==> config.mk <==
export PLATFORM = sky130hd
export DESIGN_NAME = sync_multi_filt
export DESIGN_NICKNAME = d
export VERILOG_FILES = /design/src/rtl/sync_pkg.sv /design/src/rtl/sync_chan.sv /design/src/rtl/sync_multi_filt.sv
export SDC_FILE = /design/constraint.sdc
export NUM_CORES = 1
export LEC_CHECK = 0
export BUFFER_PORTS_ARGS = -buffer_cell sky130_fd_sc_hd__buf_2
export CAP_MARGIN = 20
export CORE_ASPECT_RATIO = 1.25
export CORE_MARGIN = 5
export CORE_UTILIZATION = 53
export CTS_BUF_LIST = sky130_fd_sc_hd__clkbuf_16
export DETAILED_ROUTE_END_ITERATION = 8
export GPL_ROUTABILITY_DRIVEN = 1
export HOLD_SLACK_MARGIN = 0.1
export PLACE_DENSITY = 0.9
export REMOVE_ABC_BUFFERS = 1
export SLEW_MARGIN = 40
export SYNTH_ARGS = -nofsm -noshare
export SYNTH_HDL_FRONTEND = slang
export SYNTH_HIERARCHICAL = 1
export SYNTH_SLANG_ARGS = --single-unit
==> constraint.sdc <==
create_clock -name clk -period 1.3 [get_ports clk]
set_input_delay 0.26 -clock clk [delete_from_list [all_inputs] [get_ports clk]]
set_output_delay 0.26 -clock clk [all_outputs]
set_load 0.02 [all_outputs]
==> src/rtl/sync_pkg.sv <==
// Shared constants and helpers for the multi-channel input synchronizer.
package sync_pkg;

   // Fewer than two flops gives no real metastability settling time.
   localparam int SYNC_MIN_STAGES = 2;

   // Width of a counter that must hold values 0..n; never narrower than 1 bit.
   function automatic int cnt_width(int n);
      int w;
      w = $clog2(n + 1);
      return (w < 1) ? 1 : w;
   endfunction

endpackage

==> src/rtl/sync_chan.sv <==
// One synchronizer channel: flop chain, optional glitch filter, edge detect.
module sync_chan
   import sync_pkg::*;
#(
   parameter int   STAGES   = 2,
   parameter logic RST_BIT  = 1'b0,
   parameter int   FILT_CNT = 3
) (
   input  logic clk,
   input  logic n_rst,
   input  logic async_in,
   output logic sync_out,
   output logic filt_out,
   output logic rise_pulse,
   output logic fall_pulse
);

   logic [STAGES-1:0] chain;
   logic              filt_prev;

   // Synchronizer chain; async_in only ever lands in bit 0.
   always_ff @(posedge clk or negedge n_rst) begin
      if (!n_rst) chain <= {STAGES{RST_BIT}};
      else        chain <= {chain[STAGES-2:0], async_in};
   end

   assign sync_out = chain[STAGES-1];

   if (FILT_CNT == 0) begin : g_bypass
      assign filt_out = sync_out;
   end else begin : g_filt
      localparam int             CW       = cnt_width(FILT_CNT);
      localparam logic [CW-1:0]  CNT_LAST = CW'(FILT_CNT - 1);

      logic [CW-1:0] cnt;
      logic          filt_q;

      // Filtered level moves only after FILT_CNT consecutive differing samples;
      // any agreeing sample restarts the qualification from zero.
      always_ff @(posedge clk or negedge n_rst) begin
         if (!n_rst) begin
            cnt    <= '0;
            filt_q <= RST_BIT;
         end else if (sync_out == filt_q) begin
            cnt <= '0;
         end else if (cnt == CNT_LAST) begin
            filt_q <= sync_out;
            cnt    <= '0;
         end else begin
            cnt <= cnt + 1'b1;
         end
      end

      assign filt_out = filt_q;
   end

   // Previous filtered level, for one-cycle edge pulses.
   always_ff @(posedge clk or negedge n_rst) begin
      if (!n_rst) filt_prev <= RST_BIT;
      else        filt_prev <= filt_out;
   end

   assign rise_pulse =  filt_out & ~filt_prev;
   assign fall_pulse = ~filt_out &  filt_prev;

endmodule

==> src/rtl/sync_multi_filt.sv <==
// Multi-channel synchronizer with glitch filter and edge pulses for async pins.
module sync_multi_filt
   import sync_pkg::*;
#(
   parameter int               NUM_CH   = 4,
   parameter int               STAGES   = 2,
   parameter logic [NUM_CH-1:0] RST_VAL = '0,
   parameter int               FILT_CNT = 3
) (
   input  logic              clk,
   input  logic              n_rst,
   input  logic [NUM_CH-1:0] async_in,
   output logic [NUM_CH-1:0] sync_out,
   output logic [NUM_CH-1:0] filt_out,
   output logic [NUM_CH-1:0] rise_pulse,
   output logic [NUM_CH-1:0] fall_pulse
);

   // Reject configurations that cannot work, at elaboration time.
   if (STAGES < SYNC_MIN_STAGES) begin : g_bad_stages
      $error("sync_multi_filt: STAGES=%0d below minimum %0d", STAGES, SYNC_MIN_STAGES);
   end
   if (NUM_CH < 1) begin : g_bad_ch
      $error("sync_multi_filt: NUM_CH must be at least 1");
   end
   if (FILT_CNT < 0) begin : g_bad_filt
      $error("sync_multi_filt: FILT_CNT must not be negative");
   end

   // Channels are fully independent copies.
   for (genvar i = 0; i < NUM_CH; i++) begin : g_ch
      sync_chan #(
         .STAGES   (STAGES),
         .RST_BIT  (RST_VAL[i]),
         .FILT_CNT (FILT_CNT)
      ) u_chan (
         .clk        (clk),
         .n_rst      (n_rst),
         .async_in   (async_in[i]),
         .sync_out   (sync_out[i]),
         .filt_out   (filt_out[i]),
         .rise_pulse (rise_pulse[i]),
         .fall_pulse (fall_pulse[i])
      );
   end

endmodule

# Word-level counts from Yosys, hierarchy flattened
# Index checks and enable logic that the tools add are counted.
[classes] n_bitwise=20 shifts=0 magnitude_cmp=0 n_div=0 eq_ne=8 n_addsub=4 multipliers=0 n_reduce_logical=4 muxes=8
[op_table] cell="$mux W2" count=8
[op_table] cell="$not A1 Y1" count=12
[op_table] cell="$add A2 B1 Y2 const B" count=4
[op_table] cell="$and A1 B1 Y1" count=8
[op_table] cell="$eq A2 B2 Y1 const B" count=4
[op_table] cell="$reduce_and A2 Y1" count=4
[op_table] cell="$eq A1 B1 Y1" count=4
[totals] word_cells=60 reg_bits=24 memories=0 romBits=0 latchBits=0 output_inout_bits=16 input_bits=6 mem_bits_rw=0

# Depth between registers and ports, before layout
# Gate-level depths: netlist of the first run.
[depth] depth_word=3 depth_mapped=2 mapped_depth_nobuf=2

# Hierarchy
# The synthesis of the first run kept the hierarchy.
[modules_own_cells] mod="sync_chan" instances=4 cells_each=13 seq_area_each_um2=150.1 area_each_um2=219.0

# Worst setup path before layout of the first run
# OpenSTA, ideal clock, no wires.
[synth_timing] kind="reg2out" start="register g_ch[0].u_chan.g_filt.filt_q" end="output rise_pulse[0]" path_stages_with_launch=2 n_path_buf=0 t_required_ns=1.040 t_arrival_ns=0.875 setup_slack_ns=0.165 cell_sequence="dfrtp_1 nor2b_1"
[synth_between] elab_chain_len=1
[synth_rtl] element="start, declared" line="sync_chan.sv:36" text="logic filt_q;"
[synth_rtl] element="start signal, assigned" line="sync_chan.sv:47" text="filt_q <= sync_out;"
[synth_rtl] element="$and A1 B1 Y1" line="sync_chan.sv:63" text="assign rise_pulse = filt_out & ~filt_prev;"
[synth_rtl] element="end, declared" line="sync_multi_filt.sv:15" text="output logic [NUM_CH-1:0] rise_pulse,"
# Every way passes these cells.

# Worst setup path in the final report of the first run
[layout_timing] start="register g_ch[0].u_chan.g_filt.filt_q" end="output fall_pulse[0]"
[layout_between] elab_chain_len=2
[layout_rtl] element="$not A1 Y1" line="sync_chan.sv:64" text="assign fall_pulse = ~filt_out & filt_prev;"
[layout_rtl] element="$and A1 B1 Y1" line="sync_chan.sv:64"
[layout_rtl] element="end, declared" line="sync_multi_filt.sv:16" text="output logic [NUM_CH-1:0] fall_pulse"
# Every way passes these cells.

==> impl_metrics.ini, run 1 <==
[yosys]
ys_types = 8
ys_ff_latch = 24
synth_top_cell_by_area = dfrtp_1
ys_seq_area_share_pct = 68.6
syn-cell-area_sq_um = 876
synthTopCellsByArea = dfrtp_1, mux2_4, nor2b_4, nor3b_2, xnor2_1
synth.avg_cell_area_sq_um = 16.8
synthCells = 52
yosysTopAreaCellShare_pct = 68.6
yosysWarnings = 6

[grt]
antenna_found_initial = 0
grt_pass1_wl_um = 2080
grt_usage_pct = 11.1
grt_max_degree = 25
grt_pass1_vias = 478
grt.overflow.total = 0

[setup_path]
cp.required_ns = 1.04
arrival_ns = 0.98
rr_endpoint = g_ch[2].u_chan/g_filt.cnt[0]
critical_path_class = reg2out
crit_start = g_ch[0].u_chan/filt_out
reg2reg_depth = 3
worst_setup_path_end_kind = output pin
crit_fanout = 4
critPathLaunchType = flop
critical_path.reg2reg.startpoint = g_ch[2].u_chan/filt_out
reg2reg_setup_slack_ns = 0.28

[clocking]
cts_root_buffer = clkbuf_16
cts.sinks = 24
clk_pin_slew_worst_paths_ns = 0.05
numCtsBuffers = 3
cts_tree = yes
htreeDepth = 1
cts_max_path_buffers = 2
clock_latency_ns = 0.25

[hold_path]
worstHoldStart = async_in[0]
hold_end = g_ch[0].u_chan/chain[0]
hold_path_class = in2reg
whs_path_depth = 1

[job]
max_cap_viol_count = 0

[die]
start_util_pct = 56.1
ios = 22
core_area_sq_um = 1560
fp.dieW_um = 46.4
fp-row-count = 16
fp.dieH_um = 55.5
die_area_sq_um = 2570

[pwr]
power_frac_seq_pct = 40.2
p_leak_nw = 0.546
p_clk_share_pct = 21.2
peakVddDrop_mv = 1.25
power.internal_w = 0.00198
p_per_area_nw_per_um2 = 2620
p_comb_share_pct = 38.7
p_sw_w = 0.000962
swShare_pct = 32.7
finalPower_w = 0.00294

[placed_design]
gp_congestion = 0.599
dpl.cell_count = 91
detailedPlace.worstSlack_ns = 0.253
dpl.hpwl_um = 907
io_buffer_count = 21

[timing]
period_minus_slack_ns = 1.24
slew_headroom_pct = 66.7
hold_viol = 0
skew_ns = 0.00157
setup_slack_ns = 0.0583
max_freq_mhz = 805
finalSetupViolCount = 0
rsz0062_at_grt = false
tightestPinTransition_ns = 0.499
tns_ns = 0
finalMaxSlewViolations = 0
fin_crit_sh_pct = 95.5

[drt]
firstDrtPassIters = 2
vias = 469
wire_per_inst_um = 12.6
drt_iter0_drc = 3
drcViolationCount = 0
post_drt_via_cell_ratio = 4.74
routed_wirelength_um = 1240
ant_nets = 0

[final_layout]
area_growth_syn_to_layout_pct = 28.1
num-nets-final = 89
final_cells = 99
final_cell_mix = dfrtp_1, buf_2, buf_4
final_core_util_pct = 71.9
antenna_cells = 0
layout_commonest_cell = dfrtp_1
drive_above_1_share_pct = 50.6
nFillCells = 96

[status]
status = completed
[worst max-delay path: stages (launching register included)]
cell and delay, ns:
dfrtp_1 0.39, and2b_1 0.19, buf_2 0.15
[repair_timing]
| action | in CTS | in global routing |
|---|---|---|
| resized for setup | 0 | 2 |
| endpoints found under the hold margin | 24 | 0 |
| setup buffers | 3 | 1 |
| hold buffers | 1 | 0 |
| endpoints found under the setup margin | 3 | 2 |
[cell families (layout without fill, tap and decap cells)]
kind of cell / after synthesis / count (layout) / share of synthesized area, %
flip-flops: 24 / 24 / 68.6
AND/OR/NAND/NOR: 20 / 20 / 20.6
XOR/XNOR: 4 / 4 / 4.00
multiplexers: 4 / 4 / 6.86
buffers and inverters: 0 / 29 / 0
[metrics by stage]
step	hold WS [ns]	instance area [sq um]
5_1_grt	0.106	1120
3_3_place_gp	0.247	1000
4_1_cts	0.107	1110
6_report	0.113	1120
3_5_place_dp	0.256	1000
2_1_floorplan	-0.0356	876
[registers in the layout, indices dropped and copies added (netlist names)]
register                cells
g_ch.u_chan/chain           8
g_ch.u_chan/g_filt.cnt      8
g_ch.u_chan/filt_prev       4
g_ch.u_chan/filt_out        4
[power by group through the flow]
stage | clock (W) | sequential, W | combinational [W]
6_report | 0.000623 | 0.00118 | 0.00114
5_1_grt | 0.000671 | 0.00122 | 0.00122
4_1_cts | 0.000649 | 0.00119 | 0.00110
3_5_place_dp | 0 | 0.00125 | 0.000980
3_3_place_gp | 0 | 0.00121 | 0.000957
2_1_floorplan | 0 | 0.00129 | 0.000643
[how the worst max path moves through the flow]
stage / end / slack (ns) / cells after the start
floorplan: rise_pulse[0] / 0.17 / 1
global placement: fall_pulse[2] / 0.29 / 2
detailed placement: fall_pulse[1] / 0.25 / 2
CTS: fall_pulse[2] / 0.003 / 2
global route: fall_pulse[0] / 0.02 / 2
finish: fall_pulse[0] / 0.06 / 2
[routing by layer]
| layer | routed length, um | global-route usage [%] | up-vias | part of all wire [%] |
|---|---|---|---|---|
| met3 | 72 | 0.974 | 2 | 5.8 |
| met1 | 515 | 13.9 | 226 | 41 |
| met2 | 648 | 16.7 | 13 | 52 |
| met4 | 6 | 8.54 | 0 | 0.48 |
| met5 | 0 | 0 | - | 0 |
| li1 | - | - | 228 | - |
[cell type report]
cell class	instances	area [sq um]	area share (%)
Sequential cell	24	602	53.6
Timing Repair Buffer	26	148	13.2
Tap cell	18	22.5	2.01
Clock buffer	3	75.1	6.69
Multi-Input combinational cell	28	275	24.5
[synth_stat cells]
| cell type | number |
|---|---|
| nor3_1 | 4 |
| and2b_1 | 4 |
| xnor2_1 | 4 |
| nor2b_1 | 4 |
| dfrtp_1 | 24 |
| nor2b_4 | 4 |
| nor3b_2 | 4 |
| mux2_4 | 4 |
No activity file was read; power rests on OpenSTA's default activity.
==> inputs of run 2 (changes only) <==
ABC_AREA = 1   (was not set)
CORE_UTILIZATION = 54   (was 53)
==> impl_metrics.ini, run 2 <==
[timing]
finalSetupViolCount = 0
tightestPinTransition_ns = 0.509
rsz0062_at_grt = false
max_freq_mhz = 808
fin_crit_sh_pct = 95.2
hold_ws_ns = 0.106
finalMaxSlewViolations = 0
slew_headroom_pct = 66.1
period_minus_slack_ns = 1.24
tns_ns = 0
skew_ns = 0.00390
hold_viol = 0
setup_slack_ns = 0.0623

[yosys]
yosysWarnings = 6
ys_ff_latch = 24
synth_ff_type = dfrtp_1
ys_seq_area_share_pct = 65.9
synth_edf_count = 0
synthTopCellsByArea = dfrtp_1, nand2_1, inv_1, nor2_1, nand2_2
synth.avg_cell_area_sq_um = 9.11
synth_top_cell_by_area = dfrtp_1
ys_types = 7
synthArstFlopShare_pct = 100
syn-cell-area_sq_um = 911
synth_common_cells = dfrtp_1, nand2_1, inv_1, nor2_1, nand2_2
synthCells = 100
yosysTopAreaCellShare_pct = 65.9

[setup_path]
critical_path_class = reg2out
critPathLaunchType = flop
cp.required_ns = 1.04
worst_setup_path_end_kind = output pin
crit_fanout = 5
arrival_ns = 0.98

[die]
ios = 22
die_area_sq_um = 2610
fp.dieH_um = 55.9
fp-row-count = 16
core_area_sq_um = 1580
fp.dieW_um = 46.7
start_util_pct = 57.6

[final_layout]
final_cells = 145
reg_top3 = g_ch.u_chan/chain x8, g_ch.u_chan/g_filt.cnt x8
final_cell_mix = nand2_1, dfrtp_1, buf_2
area_growth_syn_to_layout_pct = 27.7
drive_above_1_share_pct = 29.1
num-nets-final = 134
antenna_cells = 0

[grt]
grt_max_degree = 25
grt_pass1_wl_um = 2760
grt.overflow.total = 0
grt_usage_pct = 14.8
antenna_found_initial = 0
grt_pass1_vias = 687

[pwr]
p_per_area_nw_per_um2 = 2650
p_clk_share_pct = 28.1
power_frac_seq_pct = 38.1
swShare_pct = 36.7
p_leak_nw = 0.669
power.internal_w = 0.00195
p_sw_w = 0.00113
p_comb_share_pct = 33.8
peakVddDrop_mv = 1.71

[placed_design]
dpl.cell_count = 139
io_buffer_count = 21
dpl.hpwl_um = 1140
detailedPlace.worstSlack_ns = 0.327
gp_congestion = 0.722

[clocking]
cts_tree = yes
cts.sinks = 24
cts_max_path_buffers = 2
ctsHoldBuffers = 2
clock_latency_ns = 0.26
cts_setup_buffers = 0
cts_root_buffer = clkbuf_16
postCtsResizedCells = 0
htreeDepth = 1
clk_pin_slew_worst_paths_ns = 0.06
numCtsBuffers = 3

[hold_path]
hold_path_class = in2reg

[job]
max_cap_viol_count = 0

[status]
status = completed

[drt]
drt_iter0_drc = 7
firstDrtPassIters = 4
routed_wirelength_um = 1630
ant_nets = 0
vias = 678
wire_per_inst_um = 11.3
post_drt_via_cell_ratio = 4.68
drcViolationCount = 0
run 2: routing by layer:
layer	up-vias	global-route usage, %	wire (um)
li1	339	-	-
met1	315	15.9	632
met2	19	24.4	827
met3	5	3.88	123
met4	0	9.49	48
met5	-	0	0
run 2: power groups by stage:
stage	sequential, W	combinational [W]	clock (W)
2_1_floorplan	0.00124	0.000655	0
3_3_place_gp	0.00116	0.00100	0
6_report	0.00118	0.00104	0.000866
4_1_cts	0.00118	0.00106	0.000880
3_5_place_dp	0.00119	0.00103	0
5_1_grt	0.00121	0.00117	0.000911
run 2: path summary, 6_finish.rpt:
path                                         start                 endpoint  slack [ns]  cells past startpoint
setup / recovery           g_ch[0].u_chan/filt_out            rise_pulse[0]        0.06                      3
hold / removal                         async_in[2]  g_ch[2].u_chan/chain[0]        0.11                      1
setup reg to reg           g_ch[2].u_chan/chain[1]  g_ch[2].u_chan/filt_out        0.50                      4
hold reg to reg            g_ch[0].u_chan/chain[0]  g_ch[0].u_chan/chain[1]        0.35                      0
max in group asynchronous                    n_rst  g_ch[2].u_chan/filt_out        0.46                      2
min in group asynchronous                    n_rst  g_ch[1].u_chan/chain[0]        0.50                      2
run 2: kinds of logic (layout without fill, tap and decap cells):
kind of cell | after synthesis | count (layout) | share of synthesized area [%]
flops | 24 | 24 | 65.9
buf+inv | 24 | 51 | 9.89
simple gates | 52 | 52 | 24.2
run 2: cell type report:
| cell class | instances | area [sq um] |
|---|---|---|
| Fill cell | 108 | 418 |
| Clock inverter | 1 | 30.0 |
| Clock buffer | 3 | 75.1 |
| Multi-Input combinational cell | 52 | 220 |
| Inverter | 24 | 90.1 |
| Sequential cell | 24 | 601 |
| Timing Repair Buffer | 23 | 125 |
| Tap cell | 18 | 22.5 |
run 2: through the flow:
stage	instance area, sq um	total power, W	util [%]
after global placement	1040	0.00216	65.7
final	1160	0.00308	73.6
after global routing	1160	0.00329	73.6
after detailed placement	1040	0.00222	65.7
after CTS	1160	0.00312	73.6
after floorplan	911	0.00189	-
run 2: critical path, stage by stage (launching register included):
cell and delay [ns]:
dfrtp_1 0.41, inv_2 0.07, nor2_1 0.08, buf_2 0.16
==> inputs of run 3 (changes only) <==
--- a/config.mk
+++ b/config.mk
@@ -8,5 +8,5 @@
 export ABC_AREA = 1
 export BUFFER_PORTS_ARGS = -buffer_cell sky130_fd_sc_hd__buf_2
-export CAP_MARGIN = 20
+export CAP_MARGIN = 15
 export CORE_ASPECT_RATIO = 1.25
 export CORE_MARGIN = 5
@@ -18,4 +18,5 @@
 export PLACE_DENSITY = 0.9
 export REMOVE_ABC_BUFFERS = 1
+export SETUP_SLACK_MARGIN = 0.2
 export SLEW_MARGIN = 40
 export SYNTH_ARGS = -nofsm -noshare
==> constraint.sdc (replaced) <==
create_clock -name clk -period 1.3 [get_ports clk]
set_input_delay 0.13 -clock clk [delete_from_list [all_inputs] [get_ports clk]]
set_output_delay 0.13 -clock clk [all_outputs]
set_load 0.02 [all_outputs]
==> impl_metrics.ini, run 3 (synthesis gave the netlist of run 2 again) <==
[die]
fp.dieW_um = 46.7
die_area_sq_um = 2610
start_util_pct = 57.6
core_area_sq_um = 1580
ios = 22
fp-row-count = 16
fp.dieH_um = 55.9

[timing]
tightestPinTransition_ns = 0.504
skew_ns = 0.00303
fin_crit_sh_pct = 84.2
tns_ns = 0
finalSetupViolCount = 0
period_minus_slack_ns = 1.09
slew_headroom_pct = 66.4
hold_viol = 0
finalMaxSlewViolations = 0
rsz0062_at_grt = true
max_freq_mhz = 914

[clocking]
cts_root_buffer = clkbuf_16
cts_max_path_buffers = 2
numCtsBuffers = 3
cts.sinks = 24
htreeDepth = 1
clock_latency_ns = 0.26
cts_tree = yes
clk_pin_slew_worst_paths_ns = 0.06

[setup_path]
critPathLaunchType = flop
crit_family = flip-flops
crit_fanout = 5
path_cells = nor2_1 -> buf_4
cp.required_ns = 1.17
cpPeakStageDelay_ns = 0.43
arrival_ns = 0.96
cpMaxStageDelayCell = dfrtp_1
worst_setup_path_end_kind = output pin
critical_path_class = reg2out
crit_buf_inv = 1

[drt]
routed_wirelength_um = 1900
post_drt_via_cell_ratio = 4.72
wire_per_inst_um = 12.2
drcViolationCount = 0
drt_iter0_drc = 3
vias = 737
ant_nets = 0
firstDrtPassIters = 3

[status]
status = completed

[grt]
grt_pass1_wl_um = 3200
grt_max_degree = 25
grt_pass1_vias = 763
antenna_found_initial = 0
grt.overflow.total = 0
grt_usage_pct = 17.3

[final_layout]
nFillCells = 102
area_growth_syn_to_layout_pct = 40.1
reg_top3 = g_ch.u_chan/chain x8, g_ch.u_chan/g_filt.cnt x8
antenna_cells = 0
num-nets-final = 145
final_cell_mix = nand2_1, dfrtp_1, inv_1
final_core_util_pct = 80.7
final_cells = 156
drive_above_1_share_pct = 33.3

[hold_path]
hold_path_class = reg2reg

[placed_design]
dpl.hpwl_um = 1140
dpl.cell_count = 139
gp_congestion = 0.722
io_buffer_count = 21

[pwr]
peakVddDrop_mv = 1.75
finalPower_w = 0.00337
p_leak_nw = 0.724
p_per_area_nw_per_um2 = 2640

[job]
max_cap_viol_count = 0
[run 3: power breakdown]
| part | internal [W] | switching, W |
|---|---|---|
| sequential | 0.000990 | 0.000189 |
| combinational | 0.000564 | 0.000757 |
| clock | 0.000612 | 0.000260 |
[run 3: worst register-to-register path: cells and delay by family, from the launching register on]
family / cells / cell delay (ns)
and+or+nand+nor: 3 / 0.20
buffers and inverters: 2 / 0.27
DFF: 1 / 0.41
[run 3: path summary, 6_finish.rpt]
kind,start,to,slack [ns],cells after the start
setup reg to reg,g_ch[1].u_chan/filt_out,g_ch[1].u_chan/g_filt.cnt[0],0.35,5
min in group asynchronous,n_rst,g_ch[0].u_chan/chain[0],0.37,2
max in group asynchronous,n_rst,g_ch[2].u_chan/filt_out,0.59,2
hold reg to reg,g_ch[3].u_chan/chain[0],g_ch[3].u_chan/chain[1],0.35,0
hold / removal,g_ch[3].u_chan/chain[0],g_ch[3].u_chan/chain[1],0.35,0
setup / recovery,g_ch[0].u_chan/filt_out,fall_pulse[0],0.21,2
[run 3: final cells by class]
type	count	area [sq um]	share of cell area (%)
Sequential cell	24	601	47.1
Timing Repair Buffer	34	235	18.4
Multi-Input combinational cell	52	223	17.5
Inverter	24	90.1	7.06
Clock buffer	3	75.1	5.88
Clock inverter	1	30.0	2.35
Tap cell	18	22.5	1.76
[run 3: repair_timing]
| item | 4_1_cts | 5_1_grt |
|---|---|---|
| hold buffers | 5 | 0 |
| pin swaps | 0 | 3 |
| endpoints found under the setup margin | 5 | 8 |
| endpoints found under the hold margin | 28 | 0 |
| setup buffers | 4 | 4 |
| gates resized for setup | 2 | 7 |
[run 3: per-stage QoR]
stage,setup slack (ns),area [sq um],hold slack (ns)
3_5_place_dp,0.457,1040,0.132
6_report,0.205,1280,0.353
5_1_grt,0.165,1280,0.366
4_1_cts,0.206,1230,0.354
3_3_place_gp,0.473,1040,0.125
2_1_floorplan,0.317,911,-0.166
[run 3: per-layer routing]
metal	wire (um)	track usage, %
met1	717	18.9
met2	1010	28.5
met3	102	3.88
met4	63	10.7
met5	0	0
